--- src/rtl/mem_stage_pkg.sv ---
// Purpose: shared encodings and FSM state type for the memory stage.
// Latency: n/a (types, constants and a pure function only).
// Backpressure: n/a.
// Contents: size encodings, load/store encodings, FSM state typedef, and a
// size normaliser that folds the reserved size code onto word.
package mem_stage_pkg;

    localparam logic [1:0] MEM_SZ_BYTE = 2'b00;
    localparam logic [1:0] MEM_SZ_HALF = 2'b01;
    localparam logic [1:0] MEM_SZ_WORD = 2'b11;

    localparam logic MEM_LOAD  = 1'b0;
    localparam logic MEM_STORE = 1'b1;

    typedef enum logic [1:0] {
        ST_IDLE = 2'd0,
        ST_REQ  = 2'd1,
        ST_DONE = 2'd2
    } state_t;

    // Size code 2'b10 is reserved and behaves exactly like a word access.
    function automatic logic [1:0] norm_size(input logic [1:0] sz);
        return (sz == 2'b10) ? MEM_SZ_WORD : sz;
    endfunction

endpackage

--- src/rtl/load_aligner.sv ---
// Purpose: pick the addressed byte/half lane from a memory word and extend it.
// Latency: purely combinational.
// Backpressure: none; output follows inputs.
// Ports: rdata (raw memory word), size (normalised size code), unsign
// (1 = zero-extend, 0 = sign-extend), offset (byte offset in word), data (result).
module load_aligner
    import mem_stage_pkg::*;
#(
    parameter int NBITS = 32
) (
    input  logic [NBITS-1:0] rdata,
    input  logic [1:0]       size,
    input  logic             unsign,
    input  logic [1:0]       offset,
    output logic [NBITS-1:0] data
);

    logic [7:0]  lane_b;
    logic [15:0] lane_h;

    always_comb begin
        lane_b = rdata[7:0];
        case (offset)
            2'd1:    lane_b = rdata[15:8];
            2'd2:    lane_b = rdata[23:16];
            2'd3:    lane_b = rdata[31:24];
            default: lane_b = rdata[7:0];
        endcase
        // Half accesses are always half-aligned here, so offset[1] picks the lane.
        lane_h = offset[1] ? rdata[31:16] : rdata[15:0];
    end

    always_comb begin
        data = rdata;
        case (size)
            MEM_SZ_BYTE: data = {{(NBITS-8){~unsign & lane_b[7]}}, lane_b};
            MEM_SZ_HALF: data = {{(NBITS-16){~unsign & lane_h[15]}}, lane_h};
            default:     data = rdata;
        endcase
    end

endmodule

--- src/rtl/mem_stage.sv ---
// Purpose: pipeline memory stage; turns one load/store into one memory request.
// Latency: 3 cycles minimum (detect, request w/ ack, done) plus 1 per ack wait cycle.
// Backpressure: o_stall holds upstream from detect until the ack cycle inclusive.
// Ports: i_clk/i_rst (sync active-high), i_flg_* + i_eff_addr + i_st_data from
// upstream, o_mem_*/i_mem_* memory port, o_stall/o_ld_data/o_ld_valid/o_misaligned
// back to the pipeline. Optional macro MEM_STAGE_ALIGN_CHECK_EN flags misaligned
// half/word accesses instead of silently aligning them.
module mem_stage
    import mem_stage_pkg::*;
#(
    parameter int NBITS = 32
) (
    input  logic             i_clk,
    input  logic             i_rst,
    input  logic             i_flg_mem_op,
    input  logic             i_flg_mem_type,
    input  logic [1:0]       i_flg_mem_size,
    input  logic             i_flg_unsign,
    input  logic [NBITS-1:0] i_eff_addr,
    input  logic [NBITS-1:0] i_st_data,
    output logic             o_mem_req,
    output logic             o_mem_we,
    output logic [NBITS-1:0] o_mem_addr,
    output logic [NBITS-1:0] o_mem_wdata,
    output logic [3:0]       o_mem_be,
    input  logic             i_mem_ack,
    input  logic [NBITS-1:0] i_mem_rdata,
    output logic             o_stall,
    output logic [NBITS-1:0] o_ld_data,
    output logic             o_ld_valid,
    output logic             o_misaligned
);

    state_t           state, state_nxt;
    logic [1:0]       size_n;
    logic [1:0]       off;
    logic             mis;
    logic             accept;
    logic [3:0]       be_c;
    logic [NBITS-1:0] wdata_c;
    logic [NBITS-1:0] ld_ext;

    // Request context captured in IDLE; upstream changes afterwards are ignored.
    logic             we_q;
    logic [1:0]       size_q;
    logic             unsign_q;
    logic [1:0]       off_q;

    assign size_n = norm_size(i_flg_mem_size);

`ifdef MEM_STAGE_ALIGN_CHECK_EN
    assign mis = ((size_n == MEM_SZ_HALF) && i_eff_addr[0]) ||
                 ((size_n == MEM_SZ_WORD) && (i_eff_addr[1:0] != 2'b00));
`else
    assign mis = 1'b0;
`endif

    // Low address bits are forced aligned; for an accepted access with the
    // check enabled this is identical to the raw offset.
    always_comb begin
        off = i_eff_addr[1:0];
        case (size_n)
            MEM_SZ_HALF: off = {i_eff_addr[1], 1'b0};
            MEM_SZ_WORD: off = 2'b00;
            default:     off = i_eff_addr[1:0];
        endcase
    end

    always_comb begin
        be_c    = 4'b1111;
        wdata_c = i_st_data;
        case (size_n)
            MEM_SZ_BYTE: begin
                be_c    = 4'b0001 << off;
                wdata_c = {(NBITS/8){i_st_data[7:0]}};
            end
            MEM_SZ_HALF: begin
                be_c    = 4'b0011 << off;
                wdata_c = {(NBITS/16){i_st_data[15:0]}};
            end
            default: begin
                be_c    = 4'b1111;
                wdata_c = i_st_data;
            end
        endcase
    end

    assign accept = (state == ST_IDLE) && i_flg_mem_op && !mis;

    load_aligner #(.NBITS(NBITS)) u_load_aligner (
        .rdata  (i_mem_rdata),
        .size   (size_q),
        .unsign (unsign_q),
        .offset (off_q),
        .data   (ld_ext)
    );

    always_ff @(posedge i_clk) begin
        if (i_rst) begin
            state       <= ST_IDLE;
            we_q        <= MEM_LOAD;
            size_q      <= MEM_SZ_BYTE;
            unsign_q    <= 1'b0;
            off_q       <= 2'b00;
            o_mem_addr  <= '0;
            o_mem_wdata <= '0;
            o_mem_be    <= 4'b0000;
            o_ld_data   <= '0;
        end else begin
            state <= state_nxt;
            if (accept) begin
                we_q        <= i_flg_mem_type;
                size_q      <= size_n;
                unsign_q    <= i_flg_unsign;
                off_q       <= off;
                o_mem_addr  <= {i_eff_addr[NBITS-1:2], 2'b00};
                o_mem_wdata <= wdata_c;
                o_mem_be    <= be_c;
            end
            if ((state == ST_REQ) && i_mem_ack && (we_q == MEM_LOAD)) begin
                o_ld_data <= ld_ext;
            end
        end
    end

    always_comb begin
        state_nxt    = state;
        o_mem_req    = 1'b0;
        o_stall      = 1'b0;
        o_ld_valid   = 1'b0;
        o_misaligned = 1'b0;
        case (state)
            ST_IDLE: begin
                o_misaligned = i_flg_mem_op && mis;
                if (accept) begin
                    o_stall   = 1'b1;
                    state_nxt = ST_REQ;
                end
            end
            ST_REQ: begin
                o_mem_req = 1'b1;
                o_stall   = 1'b1;
                if (i_mem_ack) state_nxt = ST_DONE;
            end
            ST_DONE: begin
                o_ld_valid = (we_q == MEM_LOAD);
                state_nxt  = ST_IDLE;
            end
            default: state_nxt = ST_IDLE;
        endcase
        // Keep pipeline-facing strobes quiet while reset is held.
        if (i_rst) begin
            o_mem_req    = 1'b0;
            o_stall      = 1'b0;
            o_ld_valid   = 1'b0;
            o_misaligned = 1'b0;
        end
    end

    // Write enable only qualifies a live request.
    assign o_mem_we = (state == ST_REQ) && we_q;

endmodule

--- config.mk ---
export PLATFORM = sky130hd
export DESIGN_NAME = mem_stage
export DESIGN_NICKNAME = d
export VERILOG_FILES = /design/src/rtl/mem_stage_pkg.sv /design/src/rtl/load_aligner.sv /design/src/rtl/mem_stage.sv
export SDC_FILE = /design/constraint.sdc
export NUM_CORES = 1
export LEC_CHECK = 0
export CELL_PAD_IN_SITES_DETAIL_PLACEMENT = 0
export CELL_PAD_IN_SITES_GLOBAL_PLACEMENT = 1
export CORE_ASPECT_RATIO = 1.4
export CORE_UTILIZATION = 23
export CTS_CLUSTER_DIAMETER = 100
export DETAILED_ROUTE_END_ITERATION = 6
export PLACE_DENSITY_LB_ADDON = 0.1
export SLEW_MARGIN = 0
export SYNTH_ARGS = -nofsm -noshare
export SYNTH_HDL_FRONTEND = slang
export SYNTH_SLANG_ARGS = --single-unit
--- constraint.sdc ---
create_clock -name i_clk -period 1.6 [get_ports i_clk]
set_clock_uncertainty 0.15 [all_clocks]
set_input_delay 0.4 -clock i_clk [delete_from_list [all_inputs] [get_ports i_clk]]
set_output_delay 0.4 -clock i_clk [all_outputs]
set_load 0.02 [all_outputs]
# --- After elaboration in Yosys (flattened, before gate mapping) ---
# Cells that the tools add are included.
totals:
  regBits: 106
  input_bits: 104
  out_inout_bits: 105
classes:
  n_eq_ne: 11
  n_shift: 2
  mux: 17
  n_bitwise: 4
  reduce_logical: 8
op_table:
  columns: ["op", "count"]
  rows:
  - ["32-bit case mux with 2 select lines", 2]
  - ["8-bit case mux with 3 select lines", 1]
  - ["16-bit 2-to-1 mux", 1]
  - ["2-bit == test, second input constant", 5]
  - ["2-bit by 1-bit == test with 1-bit output, second input constant", 4]
  - ["2-bit case mux with 2 select lines", 2]
  - ["4-bit case mux with 2 select lines", 1]
  - ["2-bit zero test", 3]
  - ["1-bit 2-to-1 mux", 6]
  - ["2-bit 2-to-1 mux", 3]
  - ["1-bit logical AND", 4]
  - ["2-bit inequality test, second input constant", 2]
  - ["1-bit by 2-bit << shifter with 4-bit output, first input constant", 1]
  - ["2-bit by 2-bit << shifter with 4-bit output, first input constant", 1]
  - ["1-bit bitwise AND", 2]
  - ["1-bit NOT", 2]
  - ["1-bit case mux with 2 select lines", 1]
  - ["2-bit AND reduction", 1]

# --- Logic depth before layout (Yosys ltp) ---
# Gate-level depths: netlist of run 1.
depth:
  depth_word: 6
  ltp_mapped: 7
  ltp_nobuf: 4

# --- Hierarchy ---
# From an unflattened synthesis of run 1, not the netlist that was laid out.
hier_totals:
  hier_cells: 637
  hier_area_um2: 5084.9
modules_own_cells:
  columns: ["mod", "instances", "cells_each", "area_per_inst_um2", "seq_area_each_um2"]
  rows:
  - ["mem_stage", 1, 504, 4101.4, 2122.0]
  - ["load_aligner", 1, 133, 983.4, 0.0]

# --- Worst setup path before layout of run 1 ---
# No wires, ideal clock.
synth_timing:
  kind: "input -> output"
  start: "in i_rst"
  end: "out o_ld_valid"
  arrival_time_ns: 1.496
  path_slack_ns: -0.446
  path_stages: 3
  path_buffers: 2
  cell_sequence: "clkbuf_1 clkbuf_1 nor4b_1"
synth_between:
  elab_chain_cells: 1
synth_lines:
  columns: ["element", "line", "rtl"]
  rows:
  - ["start, declared", "mem_stage.sv:14", "input logic i_rst,"]
  - ["1-bit 2-to-1 mux", "mem_stage.sv:152", "if (i_rst) begin"]
  - ["end, declared", "mem_stage.sv:30", "output logic o_ld_valid,"]
# No other way between the ends.

# --- Worst setup path in the final report of run 1 ---
layout_timing:
  start: "reg state[1]"
  end: "out o_ld_valid"
layout_between:
  elab_chain_cells: 3
layout_lines:
  columns: ["element", "line", "rtl"]
  rows:
  - ["start, declared", "mem_stage.sv:34", "state_t state, state_nxt;"]
  - ["start signal, assigned", "mem_stage.sv:110", "state <= state_nxt;"]
  - ["2-bit == test", "mem_stage.sv:132", "case (state)"]
  - ["1-bit 2-to-1 mux", "mem_stage.sv:132", null]
  - ["1-bit 2-to-1 mux", "mem_stage.sv:152", null]
# No other way between the ends.

==> key figures, run 1 <==
GRT
  • First-pass GRT wire length: 28500 um
  • Largest net degree at the start of global routing: 72
  • Total global-route track usage: between 15 and 20%
  • Initial antenna violation count: 0
  • Vias in the first global route: 5114
  • Grt total ovfl: 0

Logic synthesis
  • Synth Flop Type: dfxtp_1
  • Yosys warning total: 0
  • Synthesized-area fraction occupied by and/or/nand/nor cells: 19.7%
  • Xor and xnor area share after synthesis: 0%
  • Post-synthesis mux area share: 5.44%
  • Adder-Cell Fraction of Synth Area: 0%
  • Sequential-to-total area share from yosys stat: a little under half
  • Yosys top cell by area: dfxtp_1
  • Top-area cell type share of the netlist area: a little under half
  • Cell area after synthesis: 0.00460 mm^2
  • Largest family of logic cells by synthesized area: compound AO/OA/AOI/OAI gates
  • Syn Inst Count: 556
  • Most frequent cells after synthesis: nand2_1 (136), dfxtp_1 (106), a21oi_1 (56)
  • Compound-Gate Fraction of Synth Area: 23.2%
  • Post-synthesis register bit count: 106
  • Main area contributors after synthesis: dfxtp_1 (46%), nand2_1 (11%), a21oi_1 (6.1%), mux2i_1 (5.4%), nor2_1 (4.5%)
  • Syn Area/Cell: 8.27 um^2
  • Asr flop ratio synth: 0%
  • Number of synthesized flops with an enable pin: 0
  • Most common cell in the netlist: nand2_1
  • Unique masters post-synth: 42

Drt
  • WL met1: 7420 um
  • First-pass iteration count of the detailed router: 4
  • Initial drt markers: 186
  • Vias per cell: 4.66
  • Routed WL per cell: roughly 17 um
  • Detailed Route WL: 18900 um
  • Met3 wire len: 960 um
  • WL met2: 10100 um
  • Via count: 5121
  • Max Used Layer: met4
  • Post-DRT Antenna Nets: 0
  • DRC: 0

Clock network
  • H-Tree Depth: 3
  • Clock Tree Root: clkbuf_16
  • Clock Sinks: 106
  • Clk_lat worst skew: around 0.35 ns
  • Longest Clk Path Bufs: 2
  • Number of CTS-inserted buffers: 9
  • Worst-path clk slew: 0.08 ns
  • CTS tree: yes

Power
  • Pleak: 3.61 nW
  • Overall power: between 7 and 8 mW
  • Pwr Density: 837 mW/mm^2
  • Peak supply drop: 0.618 mV

Timing
  • FMAX: 0.569 GHz
  • Final worst slack: -0.158 ns
  • Final count of hold timing violations: 0
  • Final worst path period share: 110%
  • Final min period: ~1.8 ns
  • Measured slew at the worst slew-check pin: 0.998 ns
  • RSZ-0062 raised after global routing: yes
  • # setup viols final: 106
  • Max Slew Vio Count: 0
  • Worst slew margin: 33.4%

Cells and area
  • Final design utilization: between 40 and 50%
  • Layout fillers: 1948
  • Area grow syn2layout: 96.2%
  • Fraction of layout instances using a drive strength above 1: 42.1%
  • Layout net count: 951
  • Fin cells: 1100
  • ANT cells: 0

Floorplan
  • Die W: roughly 120 um
  • CORE AREA: 0.0194 mm^2
  • I/O pin cnt: 209
  • Die extent in y: 169 um
  • Rows: 60
  • Initial Utilization: 23.7%
  • Die area: about 0.02 mm^2

Placed design
  • Placed insts: 1042
  • Port bufs: 205
  • DP HPWL: ~12000 um
  • Routability cong.: 0.779

Worst setup path
  • Critical path peak fanout: 4
  • CP Class: flip-flop to primary output
  • Worst endpoint data arrival time: 1.21 ns
  • Worst setup EP type: primary output
  • CP required: 1.05 ns
  • Worst setup SP type: flip-flop

Run
  • Max-Cap Viols: 0

Status
  • Violated checks: setup timing
  • Status: finished, violations left

Hold path
  • Hold crit path type: input port to flip-flop
==> logic make-up (layout without fill, tap and decap cells) <==
group                  after synthesis  after routing
AO/OA/AOI/OAI                      153            153
other                                1              3
flip-flops                         106            106
multiplexers                        25             25
buffers and inverters               53            346
AND/OR/NAND/NOR                    218            219
==> power by group <==
group	switching [mW]	internal, mW	leakage [nW]	total [mW]
registers	0.130	2.82	0.874	2.95
clock network	1.08	1.22	0.143	2.31
logic	1.12	1.17	2.59	2.29
==> through the flow <==
step	worst slack [ns]	instance area, um^2	setup TNS, ns	hold WS [ns]
finish	-0.158	9020	-10.73	0.297
global route	-0.207	9020	-16.61	0.290
CTS	-0.207	8980	-14.00	0.242
detailed placement	-0.779	7520	-64.11	0.298
global placement	-0.742	7520	-62.67	0.292
floorplan	-0.0699	4640	-0.130	0.300
==> flip-flops by register name, summed over array words and instances (netlist names) <==
signal and count:
state 2, o_mem_be 4, o_ld_data 32, we_q 1, o_mem_addr 30, o_mem_wdata 32, unsign_q 1, off_q 2
size_q 2
==> cell usage in the layout (no fill, tap or decap), drive strengths merged, types with 2 or more instances in the layout <==
cell,Yosys,layout
nor2b,3,3
o21ai,23,23
inv,2,4
a21oi,56,56
a311oi,9,9
dfxtp,106,106
nor3b,3,3
a22oi,8,8
clkinv,0,2
nand2b,3,3
dlygate4sd2,0,9
a22o,7,7
nor2,55,55
nand2,136,136
or3b,2,3
clkbuf,26,62
conb,1,3
clkdlybuf4s15,0,44
a211oi,35,35
buf,25,127
a221oi,7,7
mux2i,25,25
nor3,8,8
clkdlybuf4s50,0,96
==> per-layer routing <==
layer  up-vias  track usage (%)
met5         -                0
met4         0             5.53
met3        19             4.13
met2       133             32.9
met1      2446             20.7
li1       2523                -
==> final timing paths <==
| kind | startpoint | endpoint | slack [ns] | cells past startpoint |
|---|---|---|---|---|
| setup reg to reg | state[1]$_SDFFE_PP0P_ | o_mem_wdata[27]$_SDFFE_PP0P_ | -0.16 | 7 |
| hold reg to reg | o_mem_wdata[27]$_SDFFE_PP0P_ | o_mem_wdata[27]$_SDFFE_PP0P_ | 0.31 | 2 |
| hold / removal | i_rst | state[1]$_SDFFE_PP0P_ | 0.30 | 3 |
| setup / recovery | state[1]$_SDFFE_PP0P_ | o_ld_valid | -0.16 | 3 |
==> repair_timing <==
item                       4_1_cts  5_1_grt
setup endpoints to repair      204      187
pin swaps                       51       62
hold buffers                     0        0
cloned                          15        4
resized for setup              328      200
setup buffers                   28        7
==> layout make-up <==
| cell class | instances | area, um^2 | share of cell area, % |
|---|---|---|---|
| tap | 248 | 310 | 3.44 |
| multi-input combinational | 400 | 2970 | 32.9 |
| clock inverter | 6 | 65.1 | 0.721 |
| timing repair buffer | 328 | 3300 | 36.6 |
| clock buffer | 10 | 229 | 2.54 |
| inverter | 2 | 7.51 | 0.0832 |
| sequential | 106 | 2140 | 23.7 |
==> worst max-delay path: stages, from the launching register on <==
cell and delay [ns]:
dfxtp_4 0.38, buf_12 0.11, nor4b_4 0.18, buf_4 0.18
Power figures use the tool's default switching activity.
==> run 2, diff against run 1 <==
--- a/config.mk
+++ b/config.mk
@@ -9,7 +9,7 @@
 export CELL_PAD_IN_SITES_GLOBAL_PLACEMENT = 1
 export CORE_ASPECT_RATIO = 1.4
 export CORE_UTILIZATION = 23
-export CTS_CLUSTER_DIAMETER = 100
+export CTS_CLUSTER_DIAMETER = 80
 export DETAILED_ROUTE_END_ITERATION = 6
 export PLACE_DENSITY_LB_ADDON = 0.1
 export SLEW_MARGIN = 0
==> results of run 2 <==
No change in the layout: final DEF, timing and power equal those of run 1.
